[src/rtl/reg_map_param.sv]
// rtl/reg_map_param.sv - parametrised RW/RO/W1C register map for the I2C slave datapath
//
// Purpose: NUM_REGS registers of DATA_W bits. Each register is read/write,
// read-only status (two-flop synchronised status_in), or sticky
// write-1-to-clear event (rising edges of event_in). Writes commit on the
// falling edge of wr_en_wdata.
//
// Ports:
//   clk, rst     - clock, asynchronous active-high reset
//   addr, wdata  - register address and write data, sampled at the commit edge
//   wr_en_wdata  - write strobe; the write commits on its falling edge
//   rdata        - combinational read data for addr (0 when out of range)
//   regs_out     - flat view of all registers, register i at [i*DATA_W +: DATA_W]
//   status_in    - status inputs feeding read-only registers
//   event_in     - event inputs feeding W1C registers, rising-edge sensitive
//   irq          - registered OR of all W1C register bits
//   wr_err       - one-cycle pulse after a write to an absent or read-only register
module reg_map_param #(
    parameter int                            NUM_REGS  = 8,
    parameter int                            DATA_W    = 8,
    parameter int                            ADDR_W    = 8,
    parameter logic [NUM_REGS-1:0]           RO_MASK   = '0,
    parameter logic [NUM_REGS-1:0]           W1C_MASK  = '0,
    parameter logic [NUM_REGS*DATA_W-1:0]    RESET_VAL = '0
) (
    input  logic                         clk,
    input  logic                         rst,
    input  logic [ADDR_W-1:0]            addr,
    input  logic [DATA_W-1:0]            wdata,
    input  logic                         wr_en_wdata,
    output logic [DATA_W-1:0]            rdata,
    output logic [NUM_REGS*DATA_W-1:0]   regs_out,
    input  logic [NUM_REGS*DATA_W-1:0]   status_in,
    input  logic [NUM_REGS*DATA_W-1:0]   event_in,
    output logic                         irq,
    output logic                         wr_err
);

    if ((RO_MASK & W1C_MASK) != '0) begin : g_bad_masks
        $error("reg_map_param: RO_MASK and W1C_MASK overlap");
    end
    if (NUM_REGS < 1 || NUM_REGS > (1 << ADDR_W)) begin : g_bad_num_regs
        $error("reg_map_param: NUM_REGS outside 1..2**ADDR_W");
    end

    // One extra bit so NUM_REGS = 2**ADDR_W is representable.
    localparam logic [ADDR_W:0] NUM_REGS_A = (ADDR_W+1)'(NUM_REGS);

    logic                hold;
    logic                fedge;
    logic                addr_ok;
    logic [NUM_REGS-1:0] wr_sel;
    logic [NUM_REGS-1:0] w1c_nz;
    logic                wr_bad;

    always_ff @(posedge clk or posedge rst) begin
        if (rst) begin
            hold <= 1'b0;
        end else begin
            hold <= wr_en_wdata;
        end
    end

    assign fedge   = hold & ~wr_en_wdata;
    assign addr_ok = ({1'b0, addr} < NUM_REGS_A);

    // Out-of-range address or a read-only target both count as illegal.
    assign wr_bad = (fedge & ~addr_ok) | (|(wr_sel & RO_MASK));

    for (genvar i = 0; i < NUM_REGS; i++) begin : g_reg
        localparam int LSB = i * DATA_W;
        logic [DATA_W-1:0] q;

        assign wr_sel[i] = fedge & (addr == ADDR_W'(i));

        if (RO_MASK[i]) begin : g_ro
            logic [DATA_W-1:0] sync1;
            logic              unused_ev;

            always_ff @(posedge clk or posedge rst) begin
                if (rst) begin
                    sync1 <= '0;
                    q     <= '0;
                end else begin
                    sync1 <= status_in[LSB +: DATA_W];
                    q     <= sync1;
                end
            end

            assign unused_ev = ^event_in[LSB +: DATA_W];
            assign w1c_nz[i] = 1'b0;
        end else if (W1C_MASK[i]) begin : g_w1c
            logic [DATA_W-1:0] ev_d;
            logic [DATA_W-1:0] rise;
            logic [DATA_W-1:0] clr;
            logic              unused_st;

            assign rise = event_in[LSB +: DATA_W] & ~ev_d;
            assign clr  = wr_sel[i] ? wdata : '0;

            // Set beats clear when both hit a bit on the same edge.
            always_ff @(posedge clk or posedge rst) begin
                if (rst) begin
                    ev_d <= '0;
                    q    <= '0;
                end else begin
                    ev_d <= event_in[LSB +: DATA_W];
                    q    <= (q & ~clr) | rise;
                end
            end

            assign unused_st = ^status_in[LSB +: DATA_W];
            assign w1c_nz[i] = |q;
        end else begin : g_rw
            logic unused_in;

            always_ff @(posedge clk or posedge rst) begin
                if (rst) begin
                    q <= RESET_VAL[LSB +: DATA_W];
                end else if (wr_sel[i]) begin
                    q <= wdata;
                end
            end

            assign unused_in = ^{status_in[LSB +: DATA_W], event_in[LSB +: DATA_W]};
            assign w1c_nz[i] = 1'b0;
        end

        assign regs_out[LSB +: DATA_W] = q;
    end

    // Compare-and-select mux: never forms an index from addr, so an
    // out-of-range address simply matches nothing and reads 0.
    always_comb begin
        rdata = '0;
        for (int i = 0; i < NUM_REGS; i++) begin
            if (addr == ADDR_W'(i)) begin
                rdata = regs_out[i*DATA_W +: DATA_W];
            end
        end
    end

    always_ff @(posedge clk or posedge rst) begin
        if (rst) begin
            irq    <= 1'b0;
            wr_err <= 1'b0;
        end else begin
            irq    <= |w1c_nz;
            wr_err <= wr_bad;
        end
    end

endmodule

[config.mk]
export PLATFORM = sky130hd
export DESIGN_NAME = reg_map_param
export DESIGN_NICKNAME = d
export VERILOG_FILES = /design/src/rtl/reg_map_param.sv
export SDC_FILE = /design/constraint.sdc
export NUM_CORES = 1
export LEC_CHECK = 0
export BUFFER_PORTS_ARGS = -buffer_cell sky130_fd_sc_hd__buf_2
export CAP_MARGIN = 20
export CORE_MARGIN = 8
export CORE_UTILIZATION = 45
export CTS_CLUSTER_SIZE = 28
export DETAILED_ROUTE_END_ITERATION = 8
export PLACE_DENSITY_LB_ADDON = 0.3
export SLEW_MARGIN = 20
export SYNTH_ARGS = -nofsm -noshare
export SYNTH_HDL_FRONTEND = slang
export SYNTH_SLANG_ARGS = --single-unit
[constraint.sdc]
create_clock -name clk -period 3.4 [get_ports clk]
set_input_delay 0.51 -clock clk [delete_from_list [all_inputs] [get_ports clk]]
set_output_delay 0.51 -clock clk [all_outputs]
set_load 0.1 [all_outputs]
==> out/qor.yml, run 1 <==
synthesis:
  synth-async-reset-ratio: 1.00
  synth_seq_area_share: 0.521
  yosysMostFrequentCell: "dfrtp_1"
  synthCells: 202
  synth-edff-count: 0
  ys_warn_count: 0
  synth_seq_cells: 66
  synthTopCellsByCount: "dfrtp_1, mux2_2, mux4_2"
  syn_area_um2: 3170
  synth_nets: 349
  ys_types: 30
  synth_area_leaders: "dfrtp_1, mux2_2, mux4_2"
  yosys.area.top_type: "dfrtp_1"
  syn-mean-instance-area_um2: 15.7
  yosysTopAreaCellShare: 0.521
  synthFlopType: "dfrtp_1"
power:
  ir_drop_v: 0.000262
  cellPowerDensity_nw_per_um2: 435
  p_leak_nw: 2.10
  p_total_w: 0.00169
layout:
  diodes: 0
  post-route-util: 0.573
  final_cells: 401
  syn2layout_area_growth_pct: 22.8
  drive_above_1_share: 0.672
  fin_nets: 447
clocking:
  cts_setup_buffers: 0
  cts_resized: 0
  htreeDepth: 3
  cts_max_path_buffers: 2
  numClockSinks: 66
  insertion_delay_ps: 340
  cts_inserted_buffers: 9
  cts_root_buf: "clkbuf_8"
  cts_tree: "yes"
  hold_buffers: 0
  cts.clk_slew.worst_paths_ps: 70
detailed_routing:
  drt-met1-wl_um: 3750
  dr_wl_met2_um: 3610
  vias_per_cell: 5.26
  wirelength_um: 8090
  drc: 0
  firstDrtPassIters: 6
  ant_nets: 0
  via_count: 2109
  dr.first_iter.drc_count: 71
  top_layer: "met4"
  wl_met3_um: 654
  wl_per_cell_um: 20.2
placement:
  dp.cells: 385
  dp_hpwl_um: 5530
  gp_congestion: 0.713
  io_buffers: 91
  dpl_worst_slack_ps: 569
timing:
  setup_viol: 0
  max_freq_mhz: 359
  finalSetupTns_ps: 0
  hold_violations: 0
  rsz0062_at_grt: "false"
  tightest_slew_ps: 834
  slew_headroom: 0.444
  period_share: 0.820
  min_period_ps: 2790
  layout_setup_ws_ps: 611
  drv_slew: 0
  clock_skew_ps: 7.80
die:
  dieWidth_um: 100
  die_y_um: 100
  rows: 30
  core-area_um2: 6790
  initial_core_util: 0.467
  io_pins: 221
  fp.dieArea_um2: 9990
grt:
  grt_pass1_vias: 2309
  grt.total_usage: 0.169
  grt_overflow_total: 0
  antenna_found_initial: 0
  grt_pass1_wl_um: 12800
  grt_start_max_net_pins: 67
critical_path:
  criticalPathCategory: "primary input to output pin"
  arrival_ps: 2280
  start_kind: "primary input"
  endpoint_kind: "output pin"
  crit_fanout: 25
  required_ps: 2890
min_path:
  min_path_type: "primary input to flip-flop"
status:
  status: "completed"
flow_run:
  max_cap_violations: 0
[cell type report]
cell class | count | area (µm²)
inverter | 2 | 7.51
sequential | 66 | 1650
tap | 96 | 120
clock inverter | 5 | 30.0
multi-input combinational | 124 | 1440
timing repair buffer | 97 | 500
fill | 566 | 2900
clock buffer | 11 | 141
[sequential cells by signal, indices dropped and copies added (netlist names)]
signal	flops
g.q	64
wr_err	1
hold	1
[layout by cell type (no fill, tap or decap), drive strengths merged, types with 2 or more instances in the layout]
master and n:
clkinv 3, dfrtp 66, nor2 9, nand2b 3, buf 97, nor3 7, nor4 2, mux2i 7
clkbuf 11, a21oi 4, clkinvlp 2, nand2 3, mux4 15, mux2 64, inv 2
[power by group]
group	internal (W)	total [W]	switching, W
logic	0.0000607	0.000292	0.000232
clock network	0.000281	0.000581	0.000300
registers	0.000806	0.000822	0.0000156
total	0.00115	0.00169	0.000547
[through the flow]
step	cell area, µm²	hold slack (ps)
final	3890	308
after global routing	3890	304
after CTS	3890	294
after detailed placement	3720	512
after global placement	3720	506
after floorplan	3180	541
[path summary, 6_finish.rpt]
check	startpoint	to	slack (ps)	cells after the start
max	addr[0]	rdata[0]	610	6
min	wr_en_wdata	hold	310	1
max reg2reg	hold	g_reg[2].q[6]	1440	4
min reg2reg	g_reg[5].q[4]	g_reg[5].q[4]	530	1
max in group asynchronous	rst	wr_err	2450	3
min in group asynchronous	rst	g_reg[2].q[1]	410	3
[worst max-delay path, stage by stage]
cell,delay (ps)
buf_2,590
nand2b_1,230
o22ai_1,210
a211oi_1,110
nor3_2,160
buf_2,460
[metal layers]
metal / global-route usage / up-vias
li1: - / 951
met1: 0.229 / 1067
met2: 0.244 / 82
met3: 0.0567 / 9
met4: 0.0593 / 0
met5: 0 / -
[cell families (layout without fill, tap and decap cells)]
logic type | Yosys count | after routing | share of synthesized area
simple gates | 30 | 30 | 0.0749
compound gates | 7 | 7 | 0.0122
other cells | 1 | 1 | 0.00118
flops | 66 | 66 | 0.521
buf+inv | 12 | 115 | 0.0260
mux | 86 | 86 | 0.365
Note: power is estimated with default switching activity, not from simulation.
==> inputs of run 2 (changes only) <==
Settings changed: CORE_UTILIZATION 45 to 41.
Clock period 3.4 ns to 2.65 ns, I/O delays scaled along.
==> run 2 against run 1 <==
Cell count grew 5.0%. Power increased by 39%. Sequential share of layout area decreased by 2.2 points. Wire length up 2.6%. Sequential power grew 29%. Combinational power grew 33%. Critical path depth is 1 lower. Core utilization is 3.3 points lower.
==> out/qor.yml, run 2 (synthesized netlist as in run 1, its figures left out) <==
critical_path:
  critical-path-slowest-cell: "or3b_2"
  crit_fanout: 3
  r2r-end: "g_reg[2].q[3]"
  criticalPathCategory: "flip-flop to output pin"
  crit_path_max_incr_delay_ps: 440
  rr_worst_depth: 5
  start_kind: "flip-flop"
  rr_startpoint: "hold"
  cp_cell_sequence: "or3b_2 -> a21oi_1 -> a211oi_1 -> nor3_4 -> buf_2"
  endpoint_kind: "output pin"
  required_ps: 2250
  arrival_ps: 1940
  r2r_setup_slack_ps: 860
die:
  io_pins: 221
  fp.dieArea_um2: 10800
  die_y_um: 104
  initial_core_util: 0.417
  core-area_um2: 7610
  rows: 32
  dieWidth_um: 104
timing:
  rsz0062_at_grt: "false"
  max_freq_mhz: 427
  slew_headroom: 0.542
  finalSetupTns_ps: 0
  tightest_slew_ps: 687
  setup_viol: 0
  drv_slew: 0
  clock_skew_ps: 6.11
  hold_violations: 0
  min_period_ps: 2340
  period_share: 0.883
layout:
  syn2layout_area_growth_pct: 29.5
  fin_nets: 461
  layout_commonest_cell: "buf_2"
  largest_register_ffs: 64
  drive_above_1_share: 0.705
  diodes: 0
  post-route-util: 0.540
  top_register: "g.q"
  top_regs: "g.q: 64 flops, hold: 1 flops, wr_err: 1 flops"
  design_area_um2: 4110
  final_cell_mix: "buf_2, dfrtp_1, mux2_2, buf_4, mux4_2"
  final_cells: 421
detailed_routing:
  wirelength_um: 8300
  via_count: 2144
  firstDrtPassIters: 4
  drc: 0
  ant_nets: 0
  dr.first_iter.drc_count: 79
  vias_per_cell: 5.09
  wl_per_cell_um: 19.7
min_path:
  min_path_type: "primary input to asynchronous set/reset pin"
clocking:
  cts_setup_buffers: 0
  cts_inserted_buffers: 9
  numClockSinks: 66
  cts_max_path_buffers: 2
  cts_tree: "yes"
  insertion_delay_ps: 340
  htreeDepth: 3
  cts_root_buf: "clkbuf_8"
  hold_buffers: 0
  cts.clk_slew.worst_paths_ps: 70
  cts_resized: 0
grt:
  grt_overflow_total: 0
  grt.total_usage: 0.156
  grt_pass1_wl_um: 13300
  grt_start_max_net_pins: 37
  busiest_layer: "met2"
  antenna_found_initial: 1
  grt_use_met2: 0.228
  grt_pass1_vias: 2334
  grt_use_met3: 0.0595
  use_met1: 0.211
power:
  pwr-share-clk: 0.386
  p_int_w: 0.00165
  cellPowerDensity_nw_per_um2: 573
  ir_drop_v: 0.000378
  p_leak_nw: 2.21
  comb_power_share: 0.165
  sw_frac_of_total: 0.298
  p_switching_w: 0.000702
  seqPwrFrac: 0.448
flow_run:
  max_cap_violations: 0
placement:
  gp_congestion: 0.733
  io_buffers: 91
  place_area_um2: 3900
  dp.cells: 405
  dp_hpwl_um: 6100
status:
  status: "completed"
run 2: layer usage:
metal | share of wire | routed length [µm]
met4 | 0.0094 | 78
met1 | 0.48 | 4020
met5 | 0.00096 | 8
met2 | 0.44 | 3640
met3 | 0.067 | 552
run 2: per-stage QoR:
step	total power (W)	setup WS, ps	hold WS [ps]
finish	0.00235	310	160
global placement	0.00147	334	505
global route	0.00245	171	175
floorplan	0.00138	-150	429
detailed placement	0.00147	326	514
CTS	0.00238	271	171
run 2: worst max-delay path by stage:
| stage | depth (start not counted) | start | endpoint | slack, ps |
|---|---|---|---|---|
| after floorplan | 4 | g_reg[0].q[0] | rdata[0] | -150 |
| after global placement | 6 | addr[1] | rdata[0] | 330 |
| after detailed placement | 6 | addr[1] | rdata[0] | 330 |
| after CTS | 5 | g_reg[0].q[0] | rdata[0] | 270 |
| after global routing | 6 | addr[1] | rdata[0] | 170 |
| final | 5 | g_reg[0].q[0] | rdata[0] | 310 |
run 2: area by class of cell:
| type | count | area, µm² |
|---|---|---|
| Clock buffer | 11 | 131 |
| Clock inverter | 5 | 78.8 |
| Fill cell | 646 | 3500 |
| Inverter | 2 | 7.51 |
| Multi-Input combinational cell | 124 | 1470 |
| Sequential cell | 66 | 1650 |
| Tap cell | 102 | 128 |
| Timing Repair Buffer | 111 | 643 |
run 2: power groups by stage:
| stage | logic [W] | clock network, W | registers, W |
|---|---|---|---|
| 5_1_grt | 0.000408 | 0.000978 | 0.00106 |
| 3_5_place_dp | 0.000394 | 0 | 0.00107 |
| 6_report | 0.000389 | 0.000909 | 0.00106 |
| 3_3_place_gp | 0.000392 | 0 | 0.00107 |
| 2_1_floorplan | 0.000112 | 0 | 0.00127 |
| 4_1_cts | 0.000395 | 0.000928 | 0.00106 |
run 2: worst max-delay path: cells and delay by family (launching register included):
kind / cells / cell delay [ps]
simple gates: 2 / 550
buf+inv: 1 / 440
flops: 1 / 360
compound gates: 2 / 250
==> inputs of run 3 (changes only) <==
Settings changed: BUFFER_PORTS_ARGS -buffer_cell sky130_fd_sc_hd__buf_2 to default, CAP_MARGIN 20 to default, CORE_UTILIZATION 41 to 63, DONT_BUFFER_PORTS from default to 1.
==> run 3 against run 2 <==
Fmax grew 4.6%. Wire length up 4.4%. Final area fell by 2.2%. Flip-flop and latch count stayed put. Critical path depth did not move. Largest cell class unchanged.
==> out/qor.yml, run 3 (synthesized netlist as in run 1, its figures left out) <==
clocking:
  cts_tree: "yes"
  hold_buffers: 0
  cts.clk_slew.worst_paths_ps: 80
  cts_root_buf: "clkbuf_8"
  cts_setup_buffers: 0
  htreeDepth: 3
  cts_max_path_buffers: 2
  insertion_delay_ps: 350
  cts_resized: 0
  numClockSinks: 66
  cts_inserted_buffers: 9
min_path:
  min_path_type: "primary input to asynchronous set/reset pin"
die:
  fp.dieArea_um2: 7560
  dieWidth_um: 87.0
  rows: 26
  initial_core_util: 0.638
  io_pins: 221
  core-area_um2: 4980
  die_y_um: 87.0
timing:
  drv_slew: 0
  finalSetupTns_ps: 0
  rsz0062_at_grt: "false"
  clock_skew_ps: 4.65
  period_share: 0.844
  layout_setup_ws_ps: 413
  min_period_ps: 2240
  slew_headroom: 0.390
  max_freq_mhz: 447
  setup_viol: 0
  tightest_slew_ps: 915
  hold_violations: 0
critical_path:
  criticalPathCategory: "flip-flop to output pin"
  crit_fanout: 2
  required_ps: 2250
  rr_startpoint: "hold"
  endpoint_kind: "output pin"
  start_kind: "flip-flop"
  arrival_ps: 1840
  rr_worst_depth: 4
  r2r-end: "g_reg[2].q[2]"
  r2r_setup_slack_ps: 700
layout:
  post-route-util: 0.807
  largest_register_ffs: 64
  top_register: "g.q"
  diodes: 0
  fin_nets: 431
  final_cell_mix: "buf_4, dfrtp_1, mux2_2, mux4_2, clkbuf_8"
  syn2layout_area_growth_pct: 26.6
  drive_above_1_share: 0.682
  top_regs: "g.q: 64 flops, hold: 1 flops, wr_err: 1 flops"
  layout_commonest_cell: "buf_4"
grt:
  grt_use_met3: 0.0811
  grt_use_met2: 0.416
  grt.total_usage: 0.244
  grt_start_max_net_pins: 67
  busiest_layer: "met2"
  antenna_found_initial: 0
  use_met1: 0.260
  grt_pass1_vias: 2418
  grt_pass1_wl_um: 13500
  grt_overflow_total: 0
detailed_routing:
  wl_per_cell_um: 24.1
  dr.first_iter.drc_count: 164
  via_count: 2149
  firstDrtPassIters: 4
  wirelength_um: 8670
  vias_per_cell: 5.99
  ant_nets: 0
  drc: 0
power:
  ir_drop_v: 0.000449
  p_leak_nw: 2.04
  cellPowerDensity_nw_per_um2: 532
placement:
  dp_hpwl_um: 6340
  gp_congestion: 0.820
  dpl_worst_slack_ps: 468
  io_buffers: 0
flow_run:
  max_cap_violations: 0
status:
  status: "completed"
-- run 3: metal layers --
| metal | share of wire | up-vias |
|---|---|---|
| li1 | - | 916 |
| met1 | 0.34 | 1093 |
| met2 | 0.52 | 113 |
| met3 | 0.10 | 27 |
| met4 | 0.036 | 0 |
| met5 | 0 | - |
-- run 3: worst max-delay path, cell delays in order (launching register included) --
cell	delay, ps
dfrtp_1	370
or3b_2	470
a21oi_1	190
a211oi_1	100
nor3_4	160
buf_12	200
-- run 3: worst max-delay path by stage --
stage | from | end | slack [ps]
floorplan | g_reg[0].q[0] | rdata[0] | -150
global placement | addr[5] | g_reg[2].q[3] | 500
detailed placement | addr[5] | g_reg[2].q[7] | 470
CTS | g_reg[0].q[0] | rdata[0] | 420
global route | g_reg[0].q[0] | rdata[0] | 360
finish | g_reg[0].q[0] | rdata[0] | 410
-- run 3: final cells by class --
class	count	area, µm²
clock buffer	9	124
clock inverter	7	46.3
fill	279	960
inverter	2	7.51
multi-input combinational	124	1470
sequential	66	1650
tap	70	87.6
timing repair buffer	81	633
-- run 3: per-stage QoR --
step | std cells | power, W | cell area [µm²] | hold slack [ps]
6_report | 359 | 0.00214 | 4020 | 3.98
5_1_grt | 359 | 0.00220 | 4020 | 47.2
4_1_cts | 359 | 0.00215 | 4020 | 29.9
3_5_place_dp | 343 | 0.00143 | 3850 | 399
3_3_place_gp | 343 | 0.00142 | 3850 | 370
2_1_floorplan | 202 | 0.00138 | 3200 | 429
-- run 3: power by group --
group          internal (W)  switching (W)  total (W)  leakage (nW)
clock              0.000334       0.000392   0.000726        0.0810
sequential          0.00103      0.0000227    0.00106         0.913
combinational     0.0000868       0.000267   0.000354          1.04
total               0.00146       0.000681    0.00214          2.04
